$ cat src/rtl/decoder_rr_arbiter_if.sv
// Request/grant bundle between the requesters and the round-robin arbiter.
// The arbiter takes the slave view; whoever drives requests takes the master view.
interface decoder_rr_arbiter_if;
    logic       en;
    logic [7:0] req;
    logic       done;
    logic [7:0] gnt_n;
    logic [2:0] gnt_idx;
    logic       gnt_valid;
    logic       timeout;

    modport master (
        output en, req, done,
        input  gnt_n, gnt_idx, gnt_valid, timeout
    );

    modport slave (
        input  en, req, done,
        output gnt_n, gnt_idx, gnt_valid, timeout
    );
endinterface

$ cat src/rtl/decoder_rr_arbiter.sv
// Round-robin arbiter for one 8-way decoder-selected resource.
// Grants are active-low one-hot selects (index k pulls bit k low), separated by
// GAP_CYCLES all-high cycles, and forcibly revoked after MAX_HOLD cycles.
module decoder_rr_arbiter #(
    parameter int unsigned MAX_HOLD   = 16,
    parameter int unsigned GAP_CYCLES = 1
) (
    input  logic                 clk,
    input  logic                 rst,
    decoder_rr_arbiter_if.slave  bus
);

    localparam int unsigned HOLD_W = (MAX_HOLD == 32'd0) ? 1 : $clog2(MAX_HOLD + 32'd1);
    localparam int unsigned GAP_W  = $clog2(GAP_CYCLES + 32'd1);

    // Last hold count value before a forced revoke; unused when MAX_HOLD is 0.
    localparam logic [HOLD_W-1:0] HOLD_LAST = (MAX_HOLD == 32'd0) ? '0 : HOLD_W'(MAX_HOLD - 32'd1);
    localparam logic [HOLD_W-1:0] HOLD_SAT  = '1;
    localparam logic [GAP_W-1:0]  GAP_LAST  = GAP_W'(GAP_CYCLES - 32'd1);

    typedef enum logic [1:0] {
        ST_IDLE  = 2'd0,
        ST_GRANT = 2'd1,
        ST_GAP   = 2'd2
    } state_e;

    // Active-low 3-to-8 decode, same mapping as the resource's select decoder.
    function automatic logic [7:0] decode_n(input logic [2:0] idx);
        return ~(8'd1 << idx);
    endfunction

    // Round-robin pick: first set request scanning upward from last+1, wrapping mod 8.
    // Returns {found, index}.
    function automatic logic [3:0] rr_pick(input logic [2:0] last, input logic [7:0] req);
        logic       found;
        logic [2:0] idx;
        logic [2:0] cand;
        found = 1'b0;
        idx   = 3'd0;
        for (int i = 1; i <= 8; i++) begin
            cand = last + 3'(i);
            if (!found && req[cand]) begin
                found = 1'b1;
                idx   = cand;
            end else begin
                found = found;
                idx   = idx;
            end
        end
        return {found, idx};
    endfunction

    state_e              state_q, state_d;
    logic [2:0]          last_q, last_d;
    logic [HOLD_W-1:0]   hold_cnt_q, hold_cnt_d;
    logic [GAP_W-1:0]    gap_cnt_q, gap_cnt_d;
    logic [7:0]          gnt_n_q, gnt_n_d;
    logic [2:0]          gnt_idx_q, gnt_idx_d;
    logic                gnt_valid_q, gnt_valid_d;
    logic                timeout_q, timeout_d;

    logic [3:0]          pick_s;
    logic                win_found_s;
    logic [2:0]          win_idx_s;
    logic                grant_ok_s;
    logic                timed_out_s;
    logic                other_exit_s;
    logic                release_s;
    logic                gap_last_s;

    assign pick_s       = rr_pick(last_q, bus.req);
    assign win_found_s  = pick_s[3];
    assign win_idx_s    = pick_s[2:0];
    assign grant_ok_s   = bus.en && win_found_s;
    assign timed_out_s  = (MAX_HOLD != 32'd0) && (hold_cnt_q == HOLD_LAST);
    assign other_exit_s = bus.done || !bus.req[gnt_idx_q] || !bus.en;
    assign release_s    = timed_out_s || other_exit_s;
    assign gap_last_s   = (gap_cnt_q == GAP_LAST);

    // State and registered outputs; reset drops any select immediately with no gap.
    always_ff @(posedge clk) begin
        if (rst) begin
            state_q     <= ST_IDLE;
            last_q      <= 3'd7;
            hold_cnt_q  <= '0;
            gap_cnt_q   <= '0;
            gnt_n_q     <= 8'hFF;
            gnt_idx_q   <= 3'd0;
            gnt_valid_q <= 1'b0;
            timeout_q   <= 1'b0;
        end else begin
            state_q     <= state_d;
            last_q      <= last_d;
            hold_cnt_q  <= hold_cnt_d;
            gap_cnt_q   <= gap_cnt_d;
            gnt_n_q     <= gnt_n_d;
            gnt_idx_q   <= gnt_idx_d;
            gnt_valid_q <= gnt_valid_d;
            timeout_q   <= timeout_d;
        end
    end

    // Next-state selection for the IDLE / GRANT / GAP sequencer.
    always_comb begin
        state_d = state_q;
        case (state_q)
            ST_IDLE: begin
                if (grant_ok_s) begin
                    state_d = ST_GRANT;
                end else begin
                    state_d = ST_IDLE;
                end
            end
            ST_GRANT: begin
                if (release_s) begin
                    state_d = ST_GAP;
                end else begin
                    state_d = ST_GRANT;
                end
            end
            ST_GAP: begin
                if (gap_last_s) begin
                    state_d = grant_ok_s ? ST_GRANT : ST_IDLE;
                end else begin
                    state_d = ST_GAP;
                end
            end
            default: begin
                state_d = ST_IDLE;
            end
        endcase
    end

    // Next values of the select lines, counters, pointer and timeout pulse.
    always_comb begin
        last_d      = last_q;
        hold_cnt_d  = hold_cnt_q;
        gap_cnt_d   = gap_cnt_q;
        gnt_n_d     = gnt_n_q;
        gnt_idx_d   = gnt_idx_q;
        gnt_valid_d = gnt_valid_q;
        timeout_d   = 1'b0;
        case (state_q)
            ST_IDLE: begin
                if (grant_ok_s) begin
                    gnt_n_d     = decode_n(win_idx_s);
                    gnt_idx_d   = win_idx_s;
                    gnt_valid_d = 1'b1;
                    hold_cnt_d  = '0;
                end else begin
                    gnt_n_d     = 8'hFF;
                    gnt_valid_d = 1'b0;
                end
            end
            ST_GRANT: begin
                if (release_s) begin
                    // Pointer moves only on release, so the holder drops to lowest priority.
                    gnt_n_d     = 8'hFF;
                    gnt_valid_d = 1'b0;
                    last_d      = gnt_idx_q;
                    gap_cnt_d   = '0;
                    timeout_d   = timed_out_s && !other_exit_s;
                end else if (hold_cnt_q != HOLD_SAT) begin
                    hold_cnt_d  = hold_cnt_q + HOLD_W'(1);
                end else begin
                    hold_cnt_d  = hold_cnt_q;
                end
            end
            ST_GAP: begin
                if (gap_last_s && grant_ok_s) begin
                    gnt_n_d     = decode_n(win_idx_s);
                    gnt_idx_d   = win_idx_s;
                    gnt_valid_d = 1'b1;
                    hold_cnt_d  = '0;
                end else if (gap_last_s) begin
                    gnt_n_d     = 8'hFF;
                    gnt_valid_d = 1'b0;
                end else begin
                    gap_cnt_d   = gap_cnt_q + GAP_W'(1);
                end
            end
            default: begin
                gnt_n_d     = 8'hFF;
                gnt_valid_d = 1'b0;
            end
        endcase
    end

    assign bus.gnt_n     = gnt_n_q;
    assign bus.gnt_idx   = gnt_idx_q;
    assign bus.gnt_valid = gnt_valid_q;
    assign bus.timeout   = timeout_q;

endmodule

$ cat src/flat_wrapper.sv
// flat-port wrapper written by rule: the top's interface ports become plain ports
module decoder_rr_arbiter_flat 
#(
    parameter int unsigned MAX_HOLD   = 16,
    parameter int unsigned GAP_CYCLES = 1
)
  (clk, rst, bus_en, bus_req, bus_done, bus_gnt_n, bus_gnt_idx, bus_gnt_valid, bus_timeout);
  decoder_rr_arbiter_if bus_i ();
  input  logic clk;
  input  logic rst;
  input wire logic [$bits(bus_i.en)-1:0] bus_en;
  input wire logic [$bits(bus_i.req)-1:0] bus_req;
  input wire logic [$bits(bus_i.done)-1:0] bus_done;
  output wire logic [$bits(bus_i.gnt_n)-1:0] bus_gnt_n;
  output wire logic [$bits(bus_i.gnt_idx)-1:0] bus_gnt_idx;
  output wire logic [$bits(bus_i.gnt_valid)-1:0] bus_gnt_valid;
  output wire logic [$bits(bus_i.timeout)-1:0] bus_timeout;
  assign bus_i.en = bus_en;
  assign bus_i.req = bus_req;
  assign bus_i.done = bus_done;
  assign bus_gnt_n = bus_i.gnt_n;
  assign bus_gnt_idx = bus_i.gnt_idx;
  assign bus_gnt_valid = bus_i.gnt_valid;
  assign bus_timeout = bus_i.timeout;
  decoder_rr_arbiter #(.MAX_HOLD(MAX_HOLD), .GAP_CYCLES(GAP_CYCLES)) u_core (.clk(clk), .rst(rst), .bus(bus_i));
endmodule
$ cat config.mk
export PLATFORM = sky130hd
export DESIGN_NAME = decoder_rr_arbiter_flat
export DESIGN_NICKNAME = d
export VERILOG_FILES = /design/src/rtl/decoder_rr_arbiter_if.sv /design/src/rtl/decoder_rr_arbiter.sv /design/src/flat_wrapper.sv
export SDC_FILE = /design/constraint.sdc
export NUM_CORES = 1
export LEC_CHECK = 0
export BUFFER_PORTS_ARGS = -buffer_cell sky130_fd_sc_hd__buf_4
export CAP_MARGIN = 20
export CORE_MARGIN = 8
export CORE_UTILIZATION = 55
export CTS_CLUSTER_DIAMETER = 150
export CTS_CLUSTER_SIZE = 8
export DETAILED_ROUTE_END_ITERATION = 10
export PLACE_DENSITY = 0.74
export SYNTH_ARGS = -nofsm -noshare
export SYNTH_HDL_FRONTEND = slang
export SYNTH_SLANG_ARGS = --single-unit
$ cat constraint.sdc
create_clock -name clk -period 3.6 [get_ports clk]
set_clock_uncertainty 0.2 [all_clocks]
set_input_delay 0.36 -clock clk [delete_from_list [all_inputs] [get_ports clk]]
set_output_delay 0.36 -clock clk [all_outputs]
set_load 0.02 [all_outputs]
# Word level (Yosys, flattened, before mapping)
# Cells that the tools add are included.
[totals]
reg_bits = 24
output_inout_bits = 13
input_bits = 12
wordCells = 134
[classes]
n_reduce_logical = 33
n_eq_ne = 11
muxes = 59
n_shift = 1
bitwise_logic = 4
n_addsub = 9
n_lt_le_gt_ge = 9
[op_table]
columns = ["cell", "n"]
rows = [
  ["less-than comparator 3 x 4 -> 1 bit (second input constant)", 9],
  ["2-to-1 mux 8 bit", 4],
  ["2-to-1 mux 3 bit", 10],
  ["binary-select mux 1 bit (select 3 bit)", 9],
  ["2-to-1 mux 1 bit", 24],
  ["case mux 8 bit (3 select lines)", 1],
  ["2-to-1 mux 5 bit", 4],
  ["case mux 5 bit (3 select lines)", 1],
  ["adder 3 bit (second input constant)", 4],
  ["logical AND 1 bit", 10],
  ["zero test 1 bit", 10],
  ["!= test 2 x 1 -> 1 bit (second input constant)", 4],
  ["NOT 8 bit", 1],
  ["<< shifter 1 x 3 -> 8 bit (first input constant)", 1],
  ["adder 3 x 2 -> 3 bit (second input constant)", 2],
  ["case mux 2 bit (3 select lines)", 1],
  ["case mux 3 bit (2 select lines)", 1],
  ["AND reduction 3 bit", 2],
  ["adder 5 x 1 -> 5 bit (second input constant)", 1],
  ["equality test 5 x 4 -> 1 bit (second input constant)", 1],
  ["!= test 5 bit (second input constant)", 1],
  ["AND reduction 5 bit", 1],
  ["2-to-1 mux 2 bit", 2],
  ["!= test 2 bit (second input constant)", 2],
  ["14 further kinds", 20],
]

# Longest topological paths before layout
# Gate-level depths: netlist of run 1.
[logic_depth]
depth_word = 29
depth_mapped = 11
depth_no_buf = 9

# Worst setup path after synthesis of run 1
# No wires, ideal clock.
[synth_path]
kind = "reg-to-reg"
from = "register u_core.last_q[0]"
to = "register u_core.gnt_n_q[4] (netlist: u_core.bus.gnt_n[4])"
required_time_ns = 3.278
slack_ns = 0.300
arrival_ns = 2.978
stages_incl_launch_ff = 12
path_cell_list = "dfxtp_1 buf_6 inv_1 ha_1 buf_2 mux4_1 mux2i_4 nand4_4 or4b_4 a21oi_2 o211ai_2 o32a_1"
[synth_via]
elab_chain_cells = 29
word_cells_on_any_way = 62
[synth_rtl]
columns = ["element", "line_no", "source"]
rows = [
  ["start, declared", "decoder_rr_arbiter.sv:54", "logic [2:0] last_q, last_d;"],
  ["start signal, assigned", "decoder_rr_arbiter.sv:93", "last_q <= last_d;"],
  ["adder 3 x 1 -> 3 bit", "decoder_rr_arbiter.sv:41", "cand = last + 3'(i);"],
  ["binary-select mux 1 bit (select 3 bit)", "decoder_rr_arbiter.sv:42", "if (!found && req[cand]) begin"],
  ["2-to-1 mux 1 bit (not written as such)", "decoder_rr_arbiter.sv:42", ""],
  ["2-to-1 mux 1 bit", "decoder_rr_arbiter.sv:42", ""],
  ["zero test 1 bit", "decoder_rr_arbiter.sv:42", ""],
  ["logical AND 1 bit", "decoder_rr_arbiter.sv:42", ""],
  ["2-to-1 mux 1 bit", "decoder_rr_arbiter.sv:42", ""],
  ["zero test 1 bit", "decoder_rr_arbiter.sv:42", ""],
  ["(+13 left out)", "-", ""],
  ["2-to-1 mux 1 bit", "decoder_rr_arbiter.sv:42", ""],
  ["zero test 1 bit", "decoder_rr_arbiter.sv:42", ""],
  ["logical AND 1 bit", "decoder_rr_arbiter.sv:42", ""],
  ["2-to-1 mux 3 bit or 2-to-1 mux 1 bit (tied branches)", "decoder_rr_arbiter.sv:42", ""],
  ["<< shifter 1 x 3 -> 8 bit or logical AND 1 bit (tied branches)", "decoder_rr_arbiter.sv:29, decoder_rr_arbiter.sv:74", ""],
  ["NOT 8 bit or logical AND 1 bit (tied branches)", "decoder_rr_arbiter.sv:29, decoder_rr_arbiter.sv:170", ""],
  ["2-to-1 mux 8 bit (tied with other cells)", "decoder_rr_arbiter.sv:170", "if (gap_last_s && grant_ok_s) begin"],
  ["case mux 8 bit (3 select lines) or AND reduction 2 bit (tied branches)", "-", ""],
  ["end signal, assigned", "decoder_rr_arbiter.sv:96", "gnt_n_q <= gnt_n_d;"],
  ["end, declared", "decoder_rr_arbiter.sv:57", "logic [7:0] gnt_n_q, gnt_n_d;"],
]
# Several ways; a longest one is shown, not always the timed one. The select of a mux whose other input is x is not followed.
# A chain may end at the register's enable or synchronous reset.

# Final worst setup path of run 1
[layout_path]
from = "register u_core.last_q[0]"
to = "register u_core.gnt_n_q[6] (netlist: u_core.bus.gnt_n[6])"
# Same word-level chain as after synthesis.

==> impl_metrics.env, run 1 <==
export IMPL_synthToLayoutAreaGrowth_pct=15.2
export IMPL_drtIter0Drc=175
export IMPL_nNetsFinal=233
export IMPL_fin_cells=261
export IMPL_cts_tree="done"
export IMPL_insertion_delay_ns=0.30
export IMPL_hold_viol=0
export IMPL_yosys_top_cells_area="dfxtp_1 25%, mux4_2 11%, mux2i_4 4.9%, o32a_1 4.3%, nor2_1 3.5%"
export IMPL_ys_ff_latch=23
export IMPL_grt_pass1_vias=1644
export IMPL_setup_viol=0
export IMPL_synth_nets=204
export IMPL_drive_above_1_share=0.288
export IMPL_ant_nets=0
export IMPL_via_per_inst=6.29
export IMPL_synth_cells=187
export IMPL_path_cells="inv_1, ha_1, mux4_2, mux2i_4, nand4_4, or4b_4, a21oi_2, o211ai_2, o32a_1"
export IMPL_synth_top_area_cell="dfxtp_1"
export IMPL_endpoint_kind="flop"
export IMPL_clkSlewWorstSetupHoldPaths_ns=0.12
export IMPL_cts_setup_buffers=0
export IMPL_fill_cells=282
export IMPL_wl_per_cell_um=18.0
export IMPL_n_antenna_cell=0
export IMPL_crit_path_max_fanout=8
export IMPL_status="completed"
export IMPL_fmax_mhz=292
export IMPL_min_period_over_period=0.952
export IMPL_die_area_sq_um=5470
export IMPL_slew_viol_final=0
export IMPL_multiInputGateArea_sq_um=1310
export IMPL_ys_warn_count=0
export IMPL_critPathArrivalTime_ns=3.43
export IMPL_power_leakage_uw=0.000829
export IMPL_synth_avg_cell_area_sq_um=9.88
export IMPL_synth_top_cell_area_share=0.249
export IMPL_power_uw=873
export IMPL_holdWs_ns=0.132
export IMPL_firstDrtPassIters=4
export IMPL_vias=1642
export IMPL_hold_class="in2reg"
export IMPL_cp_required_ns=3.60
export IMPL_grt_max_degree=17
export IMPL_cts_resized=0
export IMPL_rows=21
export IMPL_cts_hold_buf=0
export IMPL_ir_drop_mv=0.271
export IMPL_clock_sinks=23
export IMPL_totalWireLength_um=4690
export IMPL_finalSetupTns_ns=0
export IMPL_clk_path_buf_depth=2
export IMPL_dp_cells=257
export IMPL_power_density_nw_per_um2=410
export IMPL_rsz0062_at_grt="false"
export IMPL_critPathKind="reg2reg"
export IMPL_drc_errors=0
export IMPL_grt_pass1_wl_um=7750
export IMPL_ios=25
export IMPL_slowest_delay_ns=0.66
export IMPL_place_hpwl_um=3790
export IMPL_crit_slowest_cell="mux4_2"
export IMPL_syn_cell_area_sq_um=1850
export IMPL_cts_inserted_buffers=3
export IMPL_synth_cell_types=53
export IMPL_root_buffer="clkbuf_4"
export IMPL_slew_limit_headroom=0.541
export IMPL_synth_flop_cell="dfxtp_1"
export IMPL_die_h_um=73.9
export IMPL_fp_coreArea_sq_um=3280
export IMPL_antenna_found_initial=0
export IMPL_critPathLaunchType="flop"
export IMPL_initial_core_util=0.562
export IMPL_synth_edf_count=0
export IMPL_critPathBufInv=1
export IMPL_die_width_um=73.9
export IMPL_ys_seq_area_frac=0.249
export IMPL_layout_cells_most_common_list="32 x buf_4, 23 x dfxtp_1, 17 x nor2_1, 11 x nand2_1, 10 x inv_1"
export IMPL_grt_overflow=0
export IMPL_worst_pin_slew_ns=0.682
export IMPL_asyncSetResetFlopFracSynth=0
export IMPL_io_buffers=24
export IMPL_regArea_sq_um=460
export IMPL_cts_max_level=1
export IMPL_layout_commonest_cell="buf_4"
export IMPL_min_period_ns=3.43
export IMPL_gp_congestion=0.978
export IMPL_grt_usage=0.179
export IMPL_cp_top_family="multiplexers"
export IMPL_drv_max_cap_violation_count=0
-- synthesized netlist by cell type, types with 5 or more instances --
master    instances
mux2i_1           6
mux4_2            9
nor2_1           17
ha_1              5
a211oi_1          5
a21oi_1           7
o32a_1            8
nand2_1          11
dfxtp_1          23
nand2b_1          5
inv_1            10
o21ai_0           6
nor3_1            5
-- flip-flops by register name, indices dropped and copies added (netlist names) --
| name | flops |
|---|---|
| u_core.bus.gnt_valid | 1 |
| u_core.bus.timeout | 1 |
| u_core.last_q | 3 |
| u_core.state_q | 2 |
| u_core.hold_cnt_q | 5 |
| u_core.bus.gnt_n | 8 |
| u_core.bus.gnt_idx | 3 |
-- power breakdown --
group / switching, uW / internal (uW)
registers: 15.9 / 272
clock network: 73.1 / 41.5
logic: 268 / 203
total: 357 / 516
-- final cells by class --
| type | count | share of cell area |
|---|---|---|
| inverter | 10 | 0.0176 |
| multi-input combinational | 146 | 0.613 |
| timing repair buffer | 32 | 0.113 |
| sequential | 23 | 0.216 |
| clock inverter | 1 | 0.00235 |
| clock buffer | 3 | 0.0106 |
| tap | 46 | 0.0270 |
-- cells by family (layout without fill, tap and decap cells) --
family | Yosys count | after routing | share of synthesized area
buffers and inverters | 18 | 46 | 0.0440
DFF | 23 | 23 | 0.249
AOI/OAI and AO/OA | 49 | 49 | 0.215
xor gates and xnor gates | 8 | 8 | 0.0420
muxes | 25 | 25 | 0.244
adders and majority gates | 5 | 5 | 0.0339
and+or+nand+nor | 59 | 59 | 0.172
-- metrics by stage --
stage               setup WS [ns]  cell area [sq um]  utilization
floorplan                   0.300               1850            -
global placement            0.269               2100        0.640
detailed placement          0.204               2100        0.640
CTS                         0.181               2130        0.648
global route               0.0726               2130        0.648
finish                      0.171               2130        0.648
-- path summary, 6_finish.rpt --
| check | start | to | slack (ns) | cells after the start |
|---|---|---|---|---|
| max | u_core.last_q[0] | u_core.bus.gnt_n[6] | 0.17 | 9 |
| min | rst | u_core.hold_cnt_q[1] | 0.13 | 2 |
| max reg2reg | u_core.last_q[0] | u_core.bus.gnt_n[6] | 0.17 | 9 |
| min reg2reg | u_core.bus.gnt_n[5] | u_core.bus.gnt_n[5] | 0.29 | 1 |
-- worst register-to-register path: cells and delay by family, from the launching register on --
family                   cells  cell delay [ns]
flip-flops                   1             0.35
multiplexers                 2             0.96
adder cells (fa/ha/maj)      1             0.43
AND/OR/NAND/NOR              2             0.69
AO/OA/AOI/OAI                3             0.63
buffers and inverters        1             0.07
-- metal layers --
metal / vias up / wire length [um] / part of all wire / global-route usage
li1: 785 / - / - / -
met1: 802 / 1940 / 0.41 / 0.213
met2: 45 / 2500 / 0.53 / 0.319
met3: 10 / 188 / 0.040 / 0.0202
met4: 0 / 66 / 0.014 / 0.0643
met5: - / 0 / 0 / 0
Note: power is estimated with default switching activity, not from simulation.
==> run 2, diff against run 1 <==
--- a/config.mk
+++ b/config.mk
@@ -12,6 +12,7 @@
 export CTS_CLUSTER_DIAMETER = 150
 export CTS_CLUSTER_SIZE = 8
 export DETAILED_ROUTE_END_ITERATION = 10
+export MAX_ROUTING_LAYER = met4
 export PLACE_DENSITY = 0.74
 export SYNTH_ARGS = -nofsm -noshare
 export SYNTH_HDL_FRONTEND = slang
==> impl_metrics.env, run 2 (same netlist as run 1, synthesis figures left out) <==
export IMPL_vias=1644
export IMPL_dp_cells=257
export IMPL_slew_viol_final=0
export IMPL_largest_reg_flops=8
export IMPL_wl_per_cell_um=17.5
export IMPL_insertion_delay_ns=0.31
export IMPL_cts_setup_buffers=0
export IMPL_rows=21
export IMPL_p_seq_frac=0.330
export IMPL_drv_max_cap_violation_count=0
export IMPL_ant_nets=0
export IMPL_drc_errors=0
export IMPL_fmax_mhz=306
export IMPL_grt_usage=0.178
export IMPL_die_h_um=73.9
export IMPL_nNetsFinal=233
export IMPL_power_density_nw_per_um2=410
export IMPL_layout_cells_most_common_list="32 x buf_4, 23 x dfxtp_1, 17 x nor2_1, 11 x nand2_1, 10 x inv_1"
export IMPL_drtIter0Drc=185
export IMPL_rsz0062_at_grt="false"
export IMPL_grt_pass1_vias=1615
export IMPL_initial_core_util=0.562
export IMPL_n_antenna_cell=0
export IMPL_critPathKind="reg2reg"
export IMPL_critPathArrivalTime_ns=3.26
export IMPL_clockPowerShare=0.133
export IMPL_fill_cells=290
export IMPL_power_leakage_uw=0.000829
export IMPL_post_route_worst_setup_slack_ns=0.337
export IMPL_clk_path_buf_depth=2
export IMPL_place_hpwl_um=3720
export IMPL_clkSlewWorstSetupHoldPaths_ns=0.13
export IMPL_critPathLaunchType="flop"
export IMPL_drive_above_1_share=0.288
export IMPL_crit_path_max_fanout=8
export IMPL_die_width_um=73.9
export IMPL_root_buffer="clkbuf_4"
export IMPL_antenna_found_initial=0
export IMPL_switching_share=0.409
export IMPL_setup_viol=0
export IMPL_share_comb_of_total_power=0.537
export IMPL_ir_drop_mv=0.307
export IMPL_clock_sinks=23
export IMPL_grt_overflow=0
export IMPL_hold_viol=0
export IMPL_min_period_ns=3.26
export IMPL_p_int_uw=515
export IMPL_cts_tree="done"
export IMPL_finalSetupTns_ns=0
export IMPL_slew_limit_headroom=0.545
export IMPL_grt_max_degree=17
export IMPL_min_period_over_period=0.906
export IMPL_endpoint_kind="flop"
export IMPL_die_area_sq_um=5470
export IMPL_status="completed"
export IMPL_layout_commonest_cell="buf_4"
export IMPL_p_sw_uw=357
export IMPL_firstDrtPassIters=4
export IMPL_cts_max_level=1
export IMPL_via_per_inst=6.30
export IMPL_io_buffers=24
export IMPL_fin_cells=261
export IMPL_grt_pass1_wl_um=7530
export IMPL_pre_cts_ws_ns=0.373
export IMPL_cts_inserted_buffers=3
export IMPL_cp_required_ns=3.60
export IMPL_worst_pin_slew_ns=0.676
export IMPL_gp_congestion=1.00
export IMPL_ios=25
export IMPL_fp_coreArea_sq_um=3280
export IMPL_cts_resized=0
export IMPL_cts_hold_buf=0
export IMPL_hold_class="in2reg"
export IMPL_totalWireLength_um=4570
export IMPL_synthToLayoutAreaGrowth_pct=15.2
run 2: cell counts in the layout (fill, tap and decap cells not counted):
No cell type changed its count.
run 2: layout make-up:
class                   count  area (sq um)  share of cell area
repair buffers             32           240               0.113
inverters                  10          37.5              0.0176
multi-input cells         146          1310               0.613
clock buffers               3          22.5              0.0106
clock inverters             1          5.00             0.00235
well taps                  46          57.6              0.0270
flip-flops and latches     23           460               0.216
run 2: worst paths after layout:
path | endpoint | cells after the start | startpoint | slack, ns
worst max register to register | u_core.bus.gnt_n[7] | 9 | u_core.last_q[0] | 0.34
worst max-delay path | u_core.bus.gnt_n[7] | 9 | u_core.last_q[0] | 0.34
worst min-delay path | u_core.hold_cnt_q[1] | 2 | rst | 0.13
worst min register to register | u_core.state_q[0] | 1 | u_core.state_q[1] | 0.28
run 2: routing by layer:
| metal | vias up | GRT usage | wire, um | share of wire |
|---|---|---|---|---|
| met5 | - | - | 0 | 0 |
| met4 | 0 | 0.0754 | 80 | 0.018 |
| met3 | 12 | 0.00943 | 112 | 0.025 |
| met2 | 47 | 0.301 | 2370 | 0.52 |
| met1 | 797 | 0.214 | 2000 | 0.44 |
| li1 | 788 | - | - | - |
run 2: critical path, stage by stage (launching register included):
cell      delay [ns]
dfxtp_1         0.35
inv_1           0.06
ha_1            0.32
mux4_2          0.62
mux2i_4         0.28
nand4_4         0.17
or4b_4          0.53
a21oi_2         0.17
o211ai_2        0.15
o32a_1          0.31
run 2: power groups by stage:
stage | sequential, uW | combinational [uW] | clock, uW
after CTS | 289 | 464 | 117
after floorplan | 304 | 327 | 0
after detailed placement | 295 | 462 | 0
after global placement | 293 | 459 | 0
final | 288 | 468 | 116
after global routing | 291 | 503 | 123
run 2: metrics by stage:
stage	cell area (sq um)	utilization	power (uW)	hold slack, ns
after floorplan	1850	-	631	0.218
after global placement	2100	0.640	752	0.252
after detailed placement	2100	0.640	757	0.260
after CTS	2130	0.648	869	0.131
after global routing	2130	0.648	917	0.164
final	2130	0.648	872	0.133
